### src/rtl/div_req_frontend.sv
// Request/response wrapper around the iterative divider: screens divide-by-zero,
// sequences operands and the go pulse, and aborts a hung divider after TIMEOUT cycles.
module div_req_frontend #(
    parameter int W       = 4,
    parameter int TIMEOUT = 64,
    parameter int CNTW    = 8
) (
    input  logic            clk,
    input  logic            rst,
    input  logic            req_valid,
    output logic            req_ready,
    input  logic [W-1:0]    req_x,
    input  logic [W-1:0]    req_y,
    output logic [W-1:0]    dv_x,
    output logic [W-1:0]    dv_y,
    output logic            dv_go,
    output logic            dv_error,
    output logic            dv_rst,
    input  logic            dv_done,
    input  logic [W-1:0]    dv_q,
    input  logic [W-1:0]    dv_r,
    output logic            rsp_valid,
    input  logic            rsp_ready,
    output logic [W-1:0]    rsp_q,
    output logic [W-1:0]    rsp_r,
    output logic [1:0]      rsp_err,
    output logic            busy,
    output logic [CNTW-1:0] op_count
);

    // state   | meaning
    // S_IDLE  | waiting for a request; req_ready high
    // S_LOAD  | operands presented to the divider, one settle cycle
    // S_START | dv_go pulse; watchdog timer cleared
    // S_WAIT  | waiting for dv_done or watchdog expiry
    // S_RESP  | response held until the consumer accepts it

    localparam int TW = $clog2(TIMEOUT + 1);

    typedef enum logic [2:0] {S_IDLE, S_LOAD, S_START, S_WAIT, S_RESP} state_t;

    state_t          state, state_nxt;
    logic [W-1:0]    x_reg, y_reg;
    logic [TW-1:0]   timer;
    logic            drive_dv;
    logic            timeout_hit;

    assign req_ready = (state == S_IDLE);
    assign busy      = (state != S_IDLE);
    assign dv_go     = (state == S_START);
    assign rsp_valid = (state == S_RESP);

    // Operands reach the divider only while it owns the transaction.
    assign drive_dv  = (state == S_LOAD) || (state == S_START) || (state == S_WAIT);
    assign dv_x      = drive_dv ? x_reg : '0;
    assign dv_y      = drive_dv ? y_reg : '0;
    assign dv_error  = drive_dv && (y_reg == '0);

    // A done arriving on the final watchdog cycle takes priority over the abort.
    assign timeout_hit = (state == S_WAIT) && (timer == TW'(TIMEOUT - 1)) && !dv_done;
    assign dv_rst      = timeout_hit;

    always_comb begin
        state_nxt = state;
        case (state)
            S_IDLE:  if (req_valid) state_nxt = (req_y == '0) ? S_RESP : S_LOAD;
            S_LOAD:  state_nxt = S_START;
            S_START: state_nxt = S_WAIT;
            S_WAIT:  if (dv_done || timeout_hit) state_nxt = S_RESP;
            S_RESP:  if (rsp_ready) state_nxt = S_IDLE;
            default: state_nxt = S_IDLE;
        endcase
    end

    always_ff @(posedge clk) begin
        if (rst) begin
            state    <= S_IDLE;
            x_reg    <= '0;
            y_reg    <= '0;
            timer    <= '0;
            rsp_q    <= '0;
            rsp_r    <= '0;
            rsp_err  <= 2'b00;
            op_count <= '0;
        end else begin
            state <= state_nxt;
            case (state)
                S_IDLE: begin
                    if (req_valid) begin
                        x_reg <= req_x;
                        y_reg <= req_y;
                        if (req_y == '0) begin
                            rsp_q   <= '0;
                            rsp_r   <= req_x;
                            rsp_err <= 2'b01;
                        end
                    end
                end
                S_START: timer <= '0;
                S_WAIT: begin
                    timer <= timer + TW'(1);
                    if (dv_done) begin
                        rsp_q   <= dv_q;
                        rsp_r   <= dv_r;
                        rsp_err <= 2'b00;
                    end else if (timeout_hit) begin
                        rsp_q   <= '0;
                        rsp_r   <= '0;
                        rsp_err <= 2'b10;
                    end
                end
                S_RESP: if (rsp_ready) op_count <= op_count + CNTW'(1);
                default: ;
            endcase
        end
    end

endmodule

### config.mk
export PLATFORM = sky130hd
export DESIGN_NAME = div_req_frontend
export DESIGN_NICKNAME = d
export VERILOG_FILES = /design/src/rtl/div_req_frontend.sv
export SDC_FILE = /design/constraint.sdc
export NUM_CORES = 1
export LEC_CHECK = 0
export ABC_AREA = 1
export BUFFER_PORTS_ARGS = -buffer_cell sky130_fd_sc_hd__buf_2
export CORE_MARGIN = 3
export CORE_UTILIZATION = 40
export DETAILED_ROUTE_END_ITERATION = 8
export REMOVE_ABC_BUFFERS = 1
export SYNTH_ARGS = -nofsm -noshare
export SYNTH_HDL_FRONTEND = slang
export SYNTH_SLANG_ARGS = --single-unit
export TNS_END_PERCENT = 50
### constraint.sdc
create_clock -name clk -period 2.4 [get_ports clk]
set_input_delay 0.24 -clock clk [delete_from_list [all_inputs] [get_ports clk]]
set_output_delay 0.24 -clock clk [all_outputs]
set_load 0.1 [all_outputs]
# Yosys cells after proc, flatten, opt, wreduce, memory -nomap -nowiden
# Cells that the tools add are included.
[word_totals] regBits=36 input_bits=21 out_inout_bits=32
[op_classes] n_addsub=2 eq_ne=10 mux=22 reduce_logical=17
[op_table] op="4-bit 2-to-1 mux" n=9
[op_table] op="4-bit case mux with 2 select lines" n=2
[op_table] op="3-bit case mux with 5 select lines" n=1
[op_table] op="7-bit case mux with 2 select lines" n=1
[op_table] op="3-bit 2-to-1 mux" n=4
[op_table] op="8-bit by 1-bit adder with 8-bit output, second input constant" n=1
[op_table] op="4-bit zero test" n=2
[op_table] op="2-bit 2-to-1 mux" n=4
[op_table] op="7-bit by 1-bit adder with 7-bit output, second input constant" n=1
[op_table] op="7-bit by 6-bit == test with 1-bit output, second input constant" n=1
[op_table] op="3-bit by 2-bit == test with 1-bit output, second input constant" n=2
[op_table] op="2-bit by 1-bit inequality test with 1-bit output, second input constant" n=3
[op_table] op="2-bit case mux with 2 select lines" n=1
[op_table] op="2-bit AND reduction" n=2
[op_table] op="4-bit AND reduction" n=1
[op_table] op="2-bit nonzero test" n=2
[op_table] op="3-bit by 1-bit == test with 1-bit output, second input constant" n=1
[op_table] op="3-bit == test, second input constant" n=1
[op_table] op="1-bit logical AND" n=3
[op_table] op="3-bit zero test" n=1
[op_table] op="1-bit logical OR" n=3
[op_table] op="3-bit inequality test, second input constant" n=1
[op_table] op="3-bit AND reduction" n=1
[op_table] op="3-bit nonzero test" n=1
[op_table] op="2 further kinds" n=2

# Depth between registers and ports, before layout
[depth] ltp_word=6 mapped_depth=9

# Worst setup path before layout
# OpenSTA, ideal clock, no wires.
[synth_timing] kind="register to register" startpoint="reg state[1]" endpoint="reg rsp_r[0]" setup_ns=0.117 t_arrival_ns=2.175 path_slack_ns=0.108 stages_incl_launch_ff=10 n_path_buf=1 period_less_slack_ns=2.292 path_cell_list="dfxtp_1 -> buf_4 -> nor2_8 -> nand2_2 -> inv_1 -> nand2_4 -> nand3_4 -> inv_2 -> nor2_1 -> nor2_1"
[synth_between] word_cells_on_any_way=10 cone_classes="4 x eq/ne; 1 x mux; 5 x reduce/logical"
[synth_rtl] item="start: declaration" line="42" source="state_t state, state_nxt;"
[synth_rtl] item="start signal: assignment" line="86" source="state <= state_nxt;"
[synth_rtl] item="3-bit zero test (*)"
[synth_rtl] item="via req_ready" line="11" source="output logic req_ready,"
[synth_rtl] item="2-bit by 1-bit inequality test with 1-bit output (no source line) (tied with other cells)"
[synth_rtl] item="4-bit AND reduction (no source line)"
[synth_rtl] item="end signal: assignment" line="94" source="rsp_r <= req_x;"
[synth_rtl] item="end signal: assignment" line="104" source="rsp_r <= dv_r;"
[synth_rtl] item="end: declaration" line="25" source="output logic [W-1:0] rsp_r,"
# The timed path passes the listed nets; every way through them passes the cells marked *.
# A chain may end at the register's enable or synchronous reset.

# Worst setup path in the final report
[layout_timing] startpoint="reg timer[0]" endpoint="out dv_rst"
[layout_between] elab_chain_cells=3
[layout_lines] item="start: declaration" line="44" source="logic [TW-1:0] timer;"
[layout_lines] item="start signal: assignment" line="101" source="timer <= timer + TW'(1);"
[layout_lines] item="7-bit by 6-bit == test with 1-bit output" line="60" source="assign timeout_hit = (state == S_WAIT) && (timer == TW'(TIMEOUT - 1)) && !dv_done;"
[layout_lines] item="1-bit logical AND (2 in a row)" line="60"
[layout_lines] item="end: declaration" line="18" source="output logic dv_rst,"
# No other way between the ends.

==> flow_summary_export.csv <==
group,metric,value,unit
synthesis,synth_seq_cells,36,
critical_path,r2r_slack,0.88,ns
critical_path,endpoint_kind,"primary output",
place,dp_hpwl,3058,um
power_and_ir_drop,ir_drop,0.0006157,V
timing,slew_violations,0,
run,maxCapViolations,0,
hold_path,hp-start,"dv_q[3]",
place,place_ws,0.6427,ns
cells_and_area,largest_reg_flops,8,
cells_and_area,reg_top3,"op_count x8, timer x7",
die,die_w,72.46,um
power_and_ir_drop,comb_power_share,53.8,%
drt,vias,1719,
power_and_ir_drop,power.switching,1452,uW
hold_path,whs_endpoint,"rsp_q[3]",
status,status,"finished, final reports clean",
critical_path,max_stage_delay,0.41,ns
critical_path,critPathTopFamily,"buffers and inverters",
critical_path,crit_path_frequent_cell,"nand2_1",
timing,relSlewSlack,54.84,%
cells_and_area,num_antenna_cells,0,
critical_path,critPathKind,"flip-flop to primary output",
critical_path,crit-reg2reg-launch,"timer[0]",
power_and_ir_drop,pwr-share-clk,16.8,%
clock_tree,cts_post_setup_buffers_inserted,0,
clock_tree,cts_root_buffer,"clkbuf_8",
cells_and_area,largest_register,"op_count",
synthesis,syn_inst,253,
grt,grt_antenna_before_repair,0,
die,core,4144,um2
cells_and_area,final_cell_mix,"nand2_1, buf_2, dfxtp_1",
die,die_h,72.46,um
cells_and_area,synthToLayoutAreaGrowth,21.39,%
critical_path,crit_fanout,5,
synthesis,synth_top_area_share,40.79,%
cells_and_area,n_fill_cell,460,
clock_tree,clockBufferDepth,2,
die,rows,23,
synthesis,ys_types,26,
grt,overflow,0,
grt,grt_max_degree,23,
clock_tree,cts_hold_buf,0,
timing,fin_crit_sh,87.15,%
place,io_buffers,52,
power_and_ir_drop,intPower,1170,uW
critical_path,crit_chain,"ha_1 > nand2_1 > nor2_1 > nand2_1 > inv_1 > nand2_1 > inv_1 > buf_2",
grt,grt_usage,16.69,%
synthesis,synth_compound_area_share,14.87,%
hold_path,hold_class,"primary input to flip-flop",
hold_path,min_path_cells,3,
synthesis,synthXorXnorAreaFrac,0,%
drt,routed_wirelength,4125,um
synthesis,synthDominantAreaCellType,"dfxtp_1",
drt,drc_errors,0,
synthesis,synth-simple-area-share,33.14,%
synthesis,muxShareOfSynthArea,0,%
timing,fin_tns_setup,0,ns
critical_path,crit_required,2.16,ns
timing,rsz0062_at_grt,"false",
critical_path,ff2ff_path_depth,9,
die,start_util,42.63,%
synthesis,yosysWarnings,0,
power_and_ir_drop,seqPwrFrac,29.4,%
drt,drtAntennaViolNets,0,
drt,drt-initial-drc-count,69,
power_and_ir_drop,switching_share,55.37,%
place,place.gp.congestion,0.7456,
timing,clock_skew,0.003492,ns
timing,setup_violations,0,
clock_tree,clk_latency,0.28,ns
die,dieArea,5250,um2
clock_tree,cts_max_level,2,
cells_and_area,drive_gt1_share,23.45,%
drt,post_drt_wl_per_cell,11.55,um
synthesis,synth_area_per_cell,6.983,um2
synthesis,yosysSeqAreaShare,40.79,%
synthesis,syn_area,1767,um2
synthesis,yosys.area_share.adder,1.416,%
critical_path,cp_num_buf_inv,3,
clock_tree,clk_pin_slew,0.07,ns
grt,grt_pass1_vias,1576,
critical_path,cp.arrival,1.85,ns
die,top_level_ports,53,
grt,grt_pass1_wl,6927,um
critical_path,cp-start-kind,"flip-flop",
synthesis,synth.area.top_cells,"dfxtp_1, nand2_1, a21oi_1",
cells_and_area,final_common_cell,"nand2_1",
timing,tightest_slew,0.6766,ns
power_and_ir_drop,p_total,2622,uW
power_and_ir_drop,p_per_area,1223,nW/um2
cells_and_area,nets,329,
clock_tree,cts_tree,"yes",
critical_path,cp_slowest_cell,"buf_2",
timing,setup_ws,0.3083,ns
timing,period_needed,2.092,ns
critical_path,r2r_end,"rsp_r[3]",
drt,viasPerCell,4.815,
timing,fmax,478.1,MHz
clock_tree,cts_resized,0,
clock_tree,clock-sinks,36,
synthesis,synth_top_family_by_area,"simple AND/OR/NAND/NOR gates",
timing,finalHoldViolCount,0,
clock_tree,cts_buffers,5,
drt,drtPass1Iterations,4,
cells_and_area,final_util,51.75,%
power_and_ir_drop,leakagePower,0.001042,uW
## worst max path at each step
stage                     startpoint  endpoint  slack, ns  cells after the start
after floorplan             state[0]  dv_error       0.09                      2
after global placement      timer[0]    dv_rst       0.68                      8
after detailed placement    timer[0]    dv_rst       0.64                      8
after CTS                   timer[0]    dv_rst       0.31                      8
after global routing        timer[0]    dv_rst       0.15                      8
final                       timer[0]    dv_rst       0.31                      8
## worst reg2reg max path: cells and delay by family, from the launching register on
kind / cells / cell delay (ns)
buffers and inverters: 1 / 0.11
AND/OR/NAND/NOR: 7 / 0.74
flip-flops: 1 / 0.40
adder cells (fa/ha/maj): 1 / 0.21
## power by group through the flow
stage          sequential, uW  clock (uW)  combinational, uW
6_report                  771         441               1410
5_1_grt                   783         485               1510
4_1_cts                   772         458               1420
3_5_place_dp              785           0               1420
3_3_place_gp              782           0               1420
2_1_floorplan            1030           0                944
## synth_stat cells
cell type,count
nor3b_1,1
nand4_1,8
inv_1,32
a211oi_1,1
clkbuf_1,3
nand2_2,2
dfxtp_1,36
nor2_2,2
nand3_4,3
o21bai_1,1
nand3_1,9
nand2_1,66
nor3_2,1
a21oi_1,28
buf_2,1
o21ai_1,1
nand2_4,2
nor2_8,1
buf_6,1
inv_2,1
ha_1,2
a31oi_1,2
nor2_1,28
o21ai_0,18
buf_4,2
inv_4,1
## per-stage QoR
stage | cells | area, um2 | hold slack, ns
floorplan | 246 | 1724 | 0.3091
finish | 357 | 2145 | 0.1993
CTS | 357 | 2145 | 0.1940
global placement | 349 | 2054 | 0.4456
detailed placement | 349 | 2054 | 0.4515
global route | 357 | 2145 | 0.1973
## kinds of logic (layout without fill, tap and decap cells)
logic type	after synthesis	count (layout)
and+or+nand+nor	123	123
buffers and inverters	41	95
AOI/OAI and AO/OA	51	51
adders and majority gates	2	2
DFF	36	36
## metal layers
metal	vias up	share of wire (%)	global-route usage [%]	wire, um
met5	-	0	0	0
met4	0	1.5	6.148	62
met3	7	6.2	4.848	257
met2	40	46	27.70	1879
met1	753	47	20.48	1927
li1	919	-	-	-
## layout make-up
| class | instances | area [um2] | area share [%] |
|---|---|---|---|
| multi-input combinational | 176 | 873.3 | 40.72 |
| sequential | 36 | 720.7 | 33.61 |
| timing repair buffer | 53 | 267.8 | 12.49 |
| inverter | 34 | 130.1 | 6.068 |
| clock buffer | 8 | 90.09 | 4.201 |
| tap | 50 | 62.56 | 2.917 |
Power figures use the tool's default switching activity.
